==> src/rtl/rv32_multicycle_ctrl.sv <==
// Multi-cycle sequencer for an RV32I datapath: fetch/decode/execute/memory/writeback,
// memory handshakes with timeout traps, branch resolution and retired-instruction count.
module rv32_multicycle_ctrl #(
    parameter int unsigned MEM_TIMEOUT = 255,
    parameter int unsigned CNT_W       = 8
) (
    input  logic        clk,
    input  logic        rst_n,
    input  logic        run,
    input  logic [6:0]  OPcode,
    input  logic [2:0]  Fun1,
    input  logic        alu_zero,
    input  logic        alu_lsb,
    input  logic        imem_ack,
    input  logic        dmem_ack,
    output logic        imem_req,
    output logic        ir_write,
    output logic        dmem_req,
    output logic        dmem_we,
    output logic        rf_we,
    output logic        pc_write,
    output logic [1:0]  pc_src,
    output logic        retire,
    output logic        trap,
    output logic [1:0]  trap_cause,
    output logic [2:0]  state,
    output logic [31:0] instret
);

    typedef enum logic [2:0] {
        StIdle   = 3'b000,
        StFetch  = 3'b001,
        StDecode = 3'b010,
        StExec   = 3'b011,
        StMem    = 3'b100,
        StWb     = 3'b101,
        StTrap   = 3'b111
    } state_e;

    localparam logic [6:0] OpReg    = 7'b0110011;
    localparam logic [6:0] OpImm    = 7'b0010011;
    localparam logic [6:0] OpLoad   = 7'b0000011;
    localparam logic [6:0] OpStore  = 7'b0100011;
    localparam logic [6:0] OpBranch = 7'b1100011;
    localparam logic [6:0] OpJal    = 7'b1101111;
    localparam logic [6:0] OpJalr   = 7'b1100111;
    localparam logic [6:0] OpLui    = 7'b0110111;
    localparam logic [6:0] OpAuipc  = 7'b0010111;

    localparam logic [CNT_W-1:0] CntMax = CNT_W'(MEM_TIMEOUT);

    state_e           state_q;
    logic [CNT_W-1:0] cnt_q;
    logic             trap_q;
    logic [1:0]       cause_q;
    logic [31:0]      instret_q;

    logic is_branch, is_load, is_store, is_jal, is_jalr, legal, taken, timeout;

    always_comb begin
        is_branch = (OPcode == OpBranch);
        is_load   = (OPcode == OpLoad);
        is_store  = (OPcode == OpStore);
        is_jal    = (OPcode == OpJal);
        is_jalr   = (OPcode == OpJalr);
        legal     = (OPcode inside {OpReg, OpImm, OpLoad, OpStore, OpBranch, OpJal, OpJalr,
                                    OpLui, OpAuipc}) &&
                    !(is_branch && (Fun1 inside {3'b010, 3'b011}));
        // BEQ/BNE use the zero flag; the four compare branches use the ALU compare bit.
        unique case (Fun1)
            3'b000:  taken = alu_zero;
            3'b001:  taken = !alu_zero;
            default: taken = alu_lsb;
        endcase
        timeout = (cnt_q == CntMax);
    end

    // Strobes are decoded from the current state plus same-cycle acks and ALU flags.
    always_comb begin
        imem_req = 1'b0;
        ir_write = 1'b0;
        dmem_req = 1'b0;
        dmem_we  = 1'b0;
        rf_we    = 1'b0;
        pc_write = 1'b0;
        pc_src   = 2'b00;
        retire   = 1'b0;
        case (state_q)
            StFetch: begin
                imem_req = 1'b1;
                ir_write = imem_ack;
            end
            StExec: begin
                if (is_branch) begin
                    pc_write = 1'b1;
                    retire   = 1'b1;
                    pc_src   = taken ? 2'b01 : 2'b00;
                end
            end
            StMem: begin
                dmem_req = 1'b1;
                dmem_we  = is_store;
                pc_write = is_store && dmem_ack;
                retire   = is_store && dmem_ack;
            end
            StWb: begin
                rf_we    = 1'b1;
                pc_write = 1'b1;
                retire   = 1'b1;
                pc_src   = is_jal ? 2'b10 : (is_jalr ? 2'b11 : 2'b00);
            end
            default: ;
        endcase
    end

    always_ff @(posedge clk or negedge rst_n) begin
        if (!rst_n) begin
            state_q   <= StIdle;
            cnt_q     <= '0;
            trap_q    <= 1'b0;
            cause_q   <= 2'b00;
            instret_q <= 32'd0;
        end else begin
            if (retire) instret_q <= instret_q + 32'd1;
            case (state_q)
                StIdle: begin
                    if (run) begin
                        state_q <= StFetch;
                        cnt_q   <= '0;
                    end
                end
                StFetch: begin
                    if (imem_ack) begin
                        state_q <= StDecode;
                    end else if (timeout) begin
                        state_q <= StTrap;
                        trap_q  <= 1'b1;
                        cause_q <= 2'b10;
                    end else begin
                        cnt_q <= cnt_q + CNT_W'(1);
                    end
                end
                StDecode: begin
                    if (legal) begin
                        state_q <= StExec;
                    end else begin
                        state_q <= StTrap;
                        trap_q  <= 1'b1;
                        cause_q <= 2'b01;
                    end
                end
                StExec: begin
                    if (is_branch) begin
                        state_q <= run ? StFetch : StIdle;
                        cnt_q   <= '0;
                    end else if (is_load || is_store) begin
                        state_q <= StMem;
                        cnt_q   <= '0;
                    end else begin
                        state_q <= StWb;
                    end
                end
                StMem: begin
                    if (dmem_ack) begin
                        if (is_store) begin
                            state_q <= run ? StFetch : StIdle;
                            cnt_q   <= '0;
                        end else begin
                            state_q <= StWb;
                        end
                    end else if (timeout) begin
                        state_q <= StTrap;
                        trap_q  <= 1'b1;
                        cause_q <= 2'b11;
                    end else begin
                        cnt_q <= cnt_q + CNT_W'(1);
                    end
                end
                StWb: begin
                    state_q <= run ? StFetch : StIdle;
                    cnt_q   <= '0;
                end
                StTrap: ;
                default: state_q <= StIdle;
            endcase
        end
    end

    assign state      = state_q;
    assign trap       = trap_q;
    assign trap_cause = cause_q;
    assign instret    = instret_q;

endmodule

==> config.mk <==
export PLATFORM = sky130hd
export DESIGN_NAME = rv32_multicycle_ctrl
export DESIGN_NICKNAME = d
export VERILOG_FILES = /design/src/rtl/rv32_multicycle_ctrl.sv
export SDC_FILE = /design/constraint.sdc
export NUM_CORES = 1
export LEC_CHECK = 0
export CORE_MARGIN = 1
export CORE_UTILIZATION = 50
export CTS_BUF_LIST = sky130_fd_sc_hd__clkbuf_4 sky130_fd_sc_hd__clkbuf_8
export DETAILED_ROUTE_END_ITERATION = 6
export PLACE_DENSITY = 0.81
export SETUP_SLACK_MARGIN = 0.3
export SYNTH_ARGS = -nofsm -noshare
export SYNTH_HDL_FRONTEND = slang
export SYNTH_SLANG_ARGS = --single-unit
==> constraint.sdc <==
create_clock -name clk -period 3.43 [get_ports clk]
set_clock_uncertainty 0.1 [all_clocks]
set_input_delay 1.029 -clock clk [delete_from_list [all_inputs] [get_ports clk]]
set_output_delay 1.029 -clock clk [all_outputs]
set_load 0.01 [all_outputs]
==> results of run 1 <==
==> cell type report <==
type,count,area share
clock buffers,5,0.0185
clock inverters,3,0.0118
inverters,12,0.0121
multi-input cells,200,0.369
flip-flops and latches,46,0.310
well taps,67,0.0225
repair buffers,113,0.257
==> flip-flops by register name, indices dropped and copies added (netlist names) <==
name and count:
instret 32, cnt_q 8, state 3, trap_cause 2, trap 1
==> cells in the mapped netlist (2+ instances only) <==
cell      count
a22o_1        2
or2_1         3
nor2b_1       3
ha_1          2
or3_1         4
inv_1        12
and2_1        2
nor4_1        4
xor2_1       23
dfrtp_1      46
nor2_1       22
nand4b_1      2
nand2b_1      3
a31oi_1       2
and3_1        9
a211oi_1      2
xnor2_1       9
o21ai_1       4
clkbuf_1      9
nand4_1       6
a21oi_1      10
nand2_1      24
o21ai_0       5
nand3_1      11
nor3_1       16
nor3b_1       3
==> metrics by stage <==
stage	setup slack, ns	util
4_1_cts	0.224	0.769
3_5_place_dp	-0.529	0.708
6_report	0.141	0.773
2_1_floorplan	0.302	-
3_3_place_gp	-0.433	0.708
5_1_grt	0.0836	0.773
==> worst max-delay path by stage <==
stage	endpoint	slack, ns	depth (start not counted)
2_1_floorplan	retire	0.30	6
4_1_cts	pc_src[0]	0.22	8
3_5_place_dp	pc_src[0]	-0.53	6
6_report	pc_src[0]	0.14	8
3_3_place_gp	pc_src[0]	-0.43	6
5_1_grt	pc_src[0]	0.08	8
==> kinds of logic after synthesis <==
family,Yosys count,synth area share
compound gates,45,0.130
mux,2,0.00888
flops,46,0.454
xor+xnor,32,0.111
buf+inv,24,0.0405
simple gates,119,0.246
fa+ha+maj,2,0.00987
==> report_power, final <==
part	internal (mW)	switching, mW	total (mW)
logic	0.420	0.376	0.795
clock network	0.219	0.197	0.415
registers	0.603	0.130	0.733
==> routing by layer <==
layer  up-vias  GRT usage
li1       1177          -
met1      1223      0.327
met2        76      0.488
met3        15     0.0497
met4         0      0.102
met5         -          0
==> what timing repair did <==
item                                    CTS  global route
endpoints found under the setup margin   10            11
endpoints found under the hold margin     0             0
pin swaps                                 9             4
setup buffers                            21             2
resized for setup                        64             8
cloned                                    0             0
==> results.md, run 1 <==
* Status: completed
* First-pass GRT wire length at between 10 and 15 mm
* Routed WL at 6.89 mm
* Delay-heaviest family, CP: buffers and inverters
* Number of synthesized flops with an enable pin at 0
* Yosys reg bits at between 40 and 50
* Yosys warning count at 0
* Tot GR Track Use at 0.274
* Mapped Area at about 2500 um^2
* R2R Path End: instret[17]$_DFFE_PN0P_
* Post-DRT Antenna Nets at 0
* Post-route cell area at about 3700 um^2
* RD Place Congestion at roughly 0.93
* Arr. time, crit path at around 2.2 ns
* Die X at roughly 73 um
* Wirelength per Cell at around 15 um
* Synth top area share at 0.454
* Avg Synthesized Cell Area at ~9.4 um^2
* CTS Buf Count at 5
* Most common cell after layout, fill and taps aside: clkdlybuf4s50_1
* CTS tree: built
* Port Buf Inserts at 63
* Number of global-route vias before repair at ~2.5k
* Grt total ovfl at 0
* P_leak at 1.74 nW
* CTS H-tree lvls at 2
* Worst hold stages at 1
* Largest cells by area after synthesis: dfrtp_1, xor2_1, nand2_1
* Vias at 2491
* Sink Count at 46
* Crit Path Class: in -> out
* Clock-pin slew on the worst setup and hold paths at about 0.090 ns
* Worst hold start: instret[31]$_DFFE_PN0P_
* Ant. Diodes at 0
* Die H at 73.2 um
* Worst-Skew Late Latency at around 0.30 ns
* Max layer used: met4
* PD cells at ~520 nW/um^2
* Via-per-instance ratio at 5.59
* Post-CTS Hold Buffers at 0
* Fin crit period at roughly 3.3 ns
* CP Capture Type: output port
* Clock Tree Buf Depth at 2
* WHS Endpoint: instret[31]$_DFFE_PN0P_
* Cell Chain, Critical Path: buf_6, nand4b_1, buf_4, nor3_4, buf_4, buf_6, a22o_1, buf_2
* Netlist cell types at slightly below 60
* I/O pin cnt at between 60 and 70
* VDD IR max at approximately 0.38 mV
* DRT Pass-1 Iters at 4
* Hold slack final at 0.369 ns
* Final hold violations at 0
* Most used DFF post-synth: dfrtp_1
* Final Net Count at 397
* DP Wirelength at between 4 and 5 mm
* Least-Margin Pin Slew at 0.598 ns
* Setup violators final at 0
* Crit path buf inv count at 5
* R2R cell count at 12
* Power Total at just under 2 mW
* R2R Setup Slk at 0.77 ns
* Min-delay worst type: reg -> reg
* # rows at 25
* Synth area leader: dfrtp_1
* CP max stage delay at approximately 0.22 ns
* Met2 wire len at 3.55 mm
* Die area at approximately 5400 um^2
* Starting DRC count in detailed routing at roughly 130
* Fill count at 348
* Starting Density at 0.526
* Post-DP Area at approximately 3400 um^2
* WL met1 at roughly 3 mm
* Fmax achieved at roughly 300 MHz
* Most frequent cells in the layout: clkdlybuf4s50_1, buf_4, dfrtp_1
* Core footprint at between 4000 and 5000 um^2
* Area Overhead vs Synth at 46.8%
* Largest net degree at the start of global routing at 27
* Non-Filler Instances at between 400 and 500
* RR Startpoint: state[0]$_DFFE_PN0P_
* Crit path from: OPcode[4]
* Syn nets at ~290
* Multi-input logic area at 1370 um^2
* Slowest stage cell on the critical path: nand4b_1
* Share of cells above drive strength 1 at 0.237
* Placed insts at about 420
* Slew HR at 0.601
* Final Cycle Share at 0.959
* CP required at roughly 2.3 ns
* Register Area at ~1200 um^2
* Post-synthesis cell count at 270
* Initial antenna violation count at 0
* Setup TNS at 0 ns
* RSZ-0062 raised after global routing: yes
* CP max FO at 3
* Met3 routed WL at about 250 um
* Maxcap violations at 0
* Remaining routing DRC violations at 0
* Sequential fraction of the synthesis area at 0.454
* Slew Limit Fails at 0
* Worst setup SP type: input pin
* Synth async-reset ratio at 1.00
* Clock root buffer: clkbuf_8
(Power assumes the default switching activity.)
==> run 2, diff against run 1 <==
- CELL_PAD_IN_SITES_DETAIL_PLACEMENT: default -> 0
- CELL_PAD_IN_SITES_GLOBAL_PLACEMENT: default -> 2
- CORE_UTILIZATION: 50 -> 30
- HOLD_SLACK_MARGIN: default -> 0.08
- PLACE_DENSITY: 0.81 -> default
- PLACE_DENSITY_LB_ADDON: default -> 0.1
- SETUP_SLACK_MARGIN: 0.3 -> default
==> results.md, run 2 (synthesized netlist as in run 1, its figures left out) <==
* Routed WL at around 6.8 mm
* Part of the power in registers at 0.372
* Ant. Diodes at 0
* CP Capture Type: output port
* Starting DRC count in detailed routing at 81
* Maxcap violations at 0
* Vias at between 2k and 2.5k
* Status: completed
* CTS H-tree lvls at 2
* Switching share of power at 0.366
* Crit Path Class: in -> out
* Clock network fraction of total power at 0.183
* VDD IR max at ~0.27 mV
* Die H at 93.9 um
* Setup violators final at 0
* Delay-heaviest family, CP: buffers and inverters
* Area Overhead vs Synth at 49.5%
* RD Place Congestion at ~0.75
* Arr. time, crit path at around 2.2 ns
* Final Cycle Share at 0.978
* Remaining routing DRC violations at 0
* DP Wirelength at about 4.8 mm
* Worst setup SP type: input pin
* Logic pwr share at 0.445
* Slowest stage cell on the critical path: or2_4
* Final hold violations at 0
* Tot GR Track Use at 0.165
* Final Net Count at ~400
* First-pass GRT wire length at 11.5 mm
* CP max stage delay at just under 0.3 ns
* Clock Tree Buf Depth at 2
* Least-Margin Pin Slew at ~0.59 ns
* CP max FO at 4
* Internal power at 1.18 mW
* Via-per-instance ratio at a little under 5
* Die area at slightly below 9000 um^2
* Core footprint at 8220 um^2
* Wirelength per Cell at between 10 and 15 um
* Clock-pin slew on the worst setup and hold paths at roughly 0.09 ns
* Net Switching at approximately 680 uW
* Fmax achieved at slightly below 300 MHz
* Clock root buffer: clkbuf_8
* Share of cells above drive strength 1 at 0.218
* Most common cell after layout, fill and taps aside: buf_4
* Crit path buf inv count at 3
* Most frequent cells in the layout: buf_4, clkdlybuf4s50_1, dfrtp_1
* I/O pin cnt at 64
* DRT Pass-1 Iters at 6
* Min-delay worst type: reg -> reg
* Number of global-route vias before repair at between 2k and 2.5k
* PD cells at 490 nW/um^2
* Starting Density at 0.309
* Hold slack final at 0.370 ns
* Sink Count at 46
* CP required at around 2.3 ns
* Cell Chain, Critical Path: clkdlybuf4s15_1, or2_4, a211oi_2, or2_1, buf_4, clkdlybuf4s15_2
* RSZ-0062 raised after global routing: no
* Worst-Skew Late Latency at 0.30 ns
* Initial antenna violation count at 0
* P_leak at 1.76 nW
* Slew HR at 0.604
* Slew Limit Fails at 0
* CTS tree: built
* Port Buf Inserts at 63
* Post-DRT Antenna Nets at 0
* CTS Buf Count at 5
* Die X at between 90 and 100 um
* Fin crit period at between 3 and 4 ns
* Setup TNS at 0 ns
* # rows at 33
* Max reg flops at 32
* Largest net degree at the start of global routing at 47
* Grt total ovfl at 0
run 2: power groups by stage:
stage                     clock, mW  combinational, mW  sequential [mW]
after detailed placement          0              0.802            0.698
after global placement            0              0.804            0.698
after global routing          0.374              0.915            0.703
final                         0.341              0.827            0.692
after CTS                     0.359              0.824            0.691
after floorplan                   0              0.451            0.688
run 2: timing repair:
action	4_1_cts	5_1_grt
setup buffers	23	2
pin swaps	7	5
endpoints found under the setup margin	6	4
hold buffers	0	0
resized for setup	33	6
run 2: path summary, 6_finish.rpt:
kind	slack (ns)	cells past startpoint	to	start
setup reg to reg	0.76	13	instret[9]$_DFFE_PN0P_	state[2]$_DFFE_PN0P_
max in group asynchronous	2.40	2	trap_cause[0]$_DFFE_PN0P_	rst_n
hold reg to reg	0.37	1	instret[31]$_DFFE_PN0P_	instret[31]$_DFFE_PN0P_
min in group asynchronous	0.60	2	instret[29]$_DFFE_PN0P_	rst_n
hold / removal	0.37	1	instret[31]$_DFFE_PN0P_	instret[31]$_DFFE_PN0P_
setup / recovery	0.07	6	pc_write	OPcode[2]
run 2: final cells by class:
cell class | count | area, um^2
fillers | 829 | 4420
clock buffers | 6 | 76.3
flip-flops and latches | 46 | 1150
multi-input cells | 200 | 1340
repair buffers | 120 | 1040
well taps | 105 | 131
clock inverters | 2 | 13.8
inverters | 12 | 45.0
run 2: stage by stage:
step | total power [mW] | cell area (um^2) | setup slack (ns) | std cells | utilization
6_report | 1.86 | 3790 | 0.0748 | 491 | 0.462
5_1_grt | 1.99 | 3790 | 0.00707 | 491 | 0.462
4_1_cts | 1.87 | 3780 | 0.0232 | 489 | 0.460
3_5_place_dp | 1.50 | 3490 | -0.556 | 458 | 0.425
3_3_place_gp | 1.50 | 3490 | -0.506 | 458 | 0.425
2_1_floorplan | 1.14 | 2540 | 0.00808 | 270 | -
run 2: metal layers:
layer	vias to the layer above	wire [um]	track usage
li1	1190	-	-
met1	1134	3120	0.224
met2	53	3330	0.273
met3	6	266	0.0275
met4	0	57	0.0423
met5	-	0	0
==> run 3, diff against run 2 <==
- CORE_ASPECT_RATIO: default -> 0.9
- clock period: 3.43 -> 3.45 ns (I/O delays scaled with it)
==> results.md, run 3 (synthesized netlist as in run 1, its figures left out) <==
* CTS H-tree lvls at 2
* Clock root buffer: clkbuf_8
* CP max stage delay at roughly 0.24 ns
* Largest net degree at the start of global routing at 20
* # rows at 31
* Routed WL at 6.66 mm
* Crit Path Class: in -> out
* Die H at roughly 90 um
* P_leak at roughly 1.7 nW
* Sink Count at between 40 and 50
* Setup violators final at 0
* Via-per-instance ratio at roughly 5
* CP Capture Type: output port
* VDD IR max at about 0.26 mV
* Core footprint at between 8000 and 9000 um^2
* Fin crit period at 3.34 ns
* Final Cycle Share at 0.969
* Slowest stage cell on the critical path: dlygate4sd2_1
* Initial antenna violation count at 0
* Die X at 98.9 um
* Worst hold stages at 1
* Vias at about 2.3k
* R2R cell count at 7
* Max reg flops at 32
* Die area at 8830 um^2
* Number of global-route vias before repair at 2201
* Final Net Count at between 300 and 400
* Post-CTS Hold Buffers at 0
* First-pass GRT wire length at 10.9 mm
* Share of cells above drive strength 1 at 0.163
* Port Buf Inserts at between 60 and 70
* CP required at between 2 and 2.5 ns
* R2R Setup Slk at 1.17 ns
* Place WS at -0.508 ns
* R2R Path End: instret[12]$_DFFE_PN0P_
* Grt total ovfl at 0
* WHS Endpoint: instret[31]$_DFFE_PN0P_
* Most common cell after layout, fill and taps aside: clkdlybuf4s50_1
* Arr. time, crit path at ~2.2 ns
* Slew Limit Fails at 0
* Ant. Diodes at 0
* Starting Density at 0.313
* Tot GR Track Use at 0.158
* Least-Margin Pin Slew at 0.771 ns
* DP Wirelength at around 5 mm
* Clock-pin slew on the worst setup and hold paths at around 0.08 ns
* Wirelength per Cell at ~14 um
* I/O pin cnt at 64
* CTS tree: built
* Worst setup SP type: input pin
* Final hold violations at 0
* Post-DRT Antenna Nets at 0
* RR Startpoint: state[1]$_DFFE_PN0P_
* Most frequent cells in the layout: clkdlybuf4s50_1, dfrtp_1, buf_4
* Area Overhead vs Synth at 43.3%
* Final WS setup at approximately 0.11 ns
* Fmax achieved at between 200 and 300 MHz
* Worst hold start: instret[31]$_DFFE_PN0P_
* DRT Pass-1 Iters at 4
* CP max FO at 2
* Starting DRC count in detailed routing at 67
* Min-delay worst type: reg -> reg
* Cell repeated most along the worst path: buf_4
* PD cells at roughly 520 nW/um^2
* CTS Buf Count at 5
* Final core occ at 0.448
* RD Place Congestion at 0.812
* Remaining routing DRC violations at 0
* Status: completed
* Slew HR at 0.482
* Cell Chain, Critical Path: dlygate4sd2_1, nand4b_1, buf_4, a211oi_2, or2_1, buf_4, buf_2
* Worst-Skew Late Latency at just under 0.3 ns
* RSZ-0062 raised after global routing: no
* Clock Tree Buf Depth at 2
* Maxcap violations at 0
run 3: worst max path at each step:
stage	start	end	slack [ns]	cells after the start
after floorplan	OPcode[6]	retire	0.02	6
after global placement	OPcode[4]	pc_write	-0.46	5
after CTS	OPcode[2]	pc_write	-0.02	6
after global routing	OPcode[4]	pc_write	0.04	7
final	OPcode[4]	pc_write	0.11	7
after detailed placement	OPcode[6]	pc_write	-0.51	5
run 3: layer usage:
metal | up-vias | track usage | wire (um)
met1 | 1097 | 0.232 | 3480
met2 | 61 | 0.238 | 2800
li1 | 1147 | - | -
met3 | 5 | 0.0328 | 348
met4 | 0 | 0.0326 | 43
met5 | - | 0 | 0
run 3: timing repair:
item / CTS / global route
gates cloned: 0 / 0
gates resized for setup: 32 / 2
endpoints found under the setup margin: 6 / 3
buffers inserted: 5 / 1
pin swaps: 5 / 3
run 3: power by group:
| group | total, mW | internal (mW) | switching, mW |
|---|---|---|---|
| Clock | 0.406 | 0.224 | 0.182 |
| Combinational | 0.797 | 0.400 | 0.397 |
| Sequential | 0.682 | 0.598 | 0.0835 |
run 3: final cells by class:
class / instances / area, um^2
clock inverter: 2 / 37.5
inverter: 12 / 45.0
fill: 832 / 4470
sequential: 46 / 1150
timing repair buffer: 97 / 865
clock buffer: 6 / 76.3
multi-input combinational: 200 / 1340
tap: 99 / 124
run 3: worst max-delay path, delay by kind of cell:
kind,cells,cell delay (ns)
AOI/OAI and AO/OA,1,0.17
and+or+nand+nor,2,0.36
buffers and inverters,4,0.64
run 3: per-stage QoR:
step                setup TNS [ns]  hold slack, ns  power [mW]  cell area [um^2]  instances
floorplan                        0           0.384        1.13              2540        270
global placement             -2.22           0.364        1.48              3440        448
detailed placement           -2.37           0.355        1.48              3440        448
CTS                        -0.0213           0.380        1.91              3620        461
global route                     0           0.408        2.01              3630        462
finish                           0           0.372        1.89              3630        462
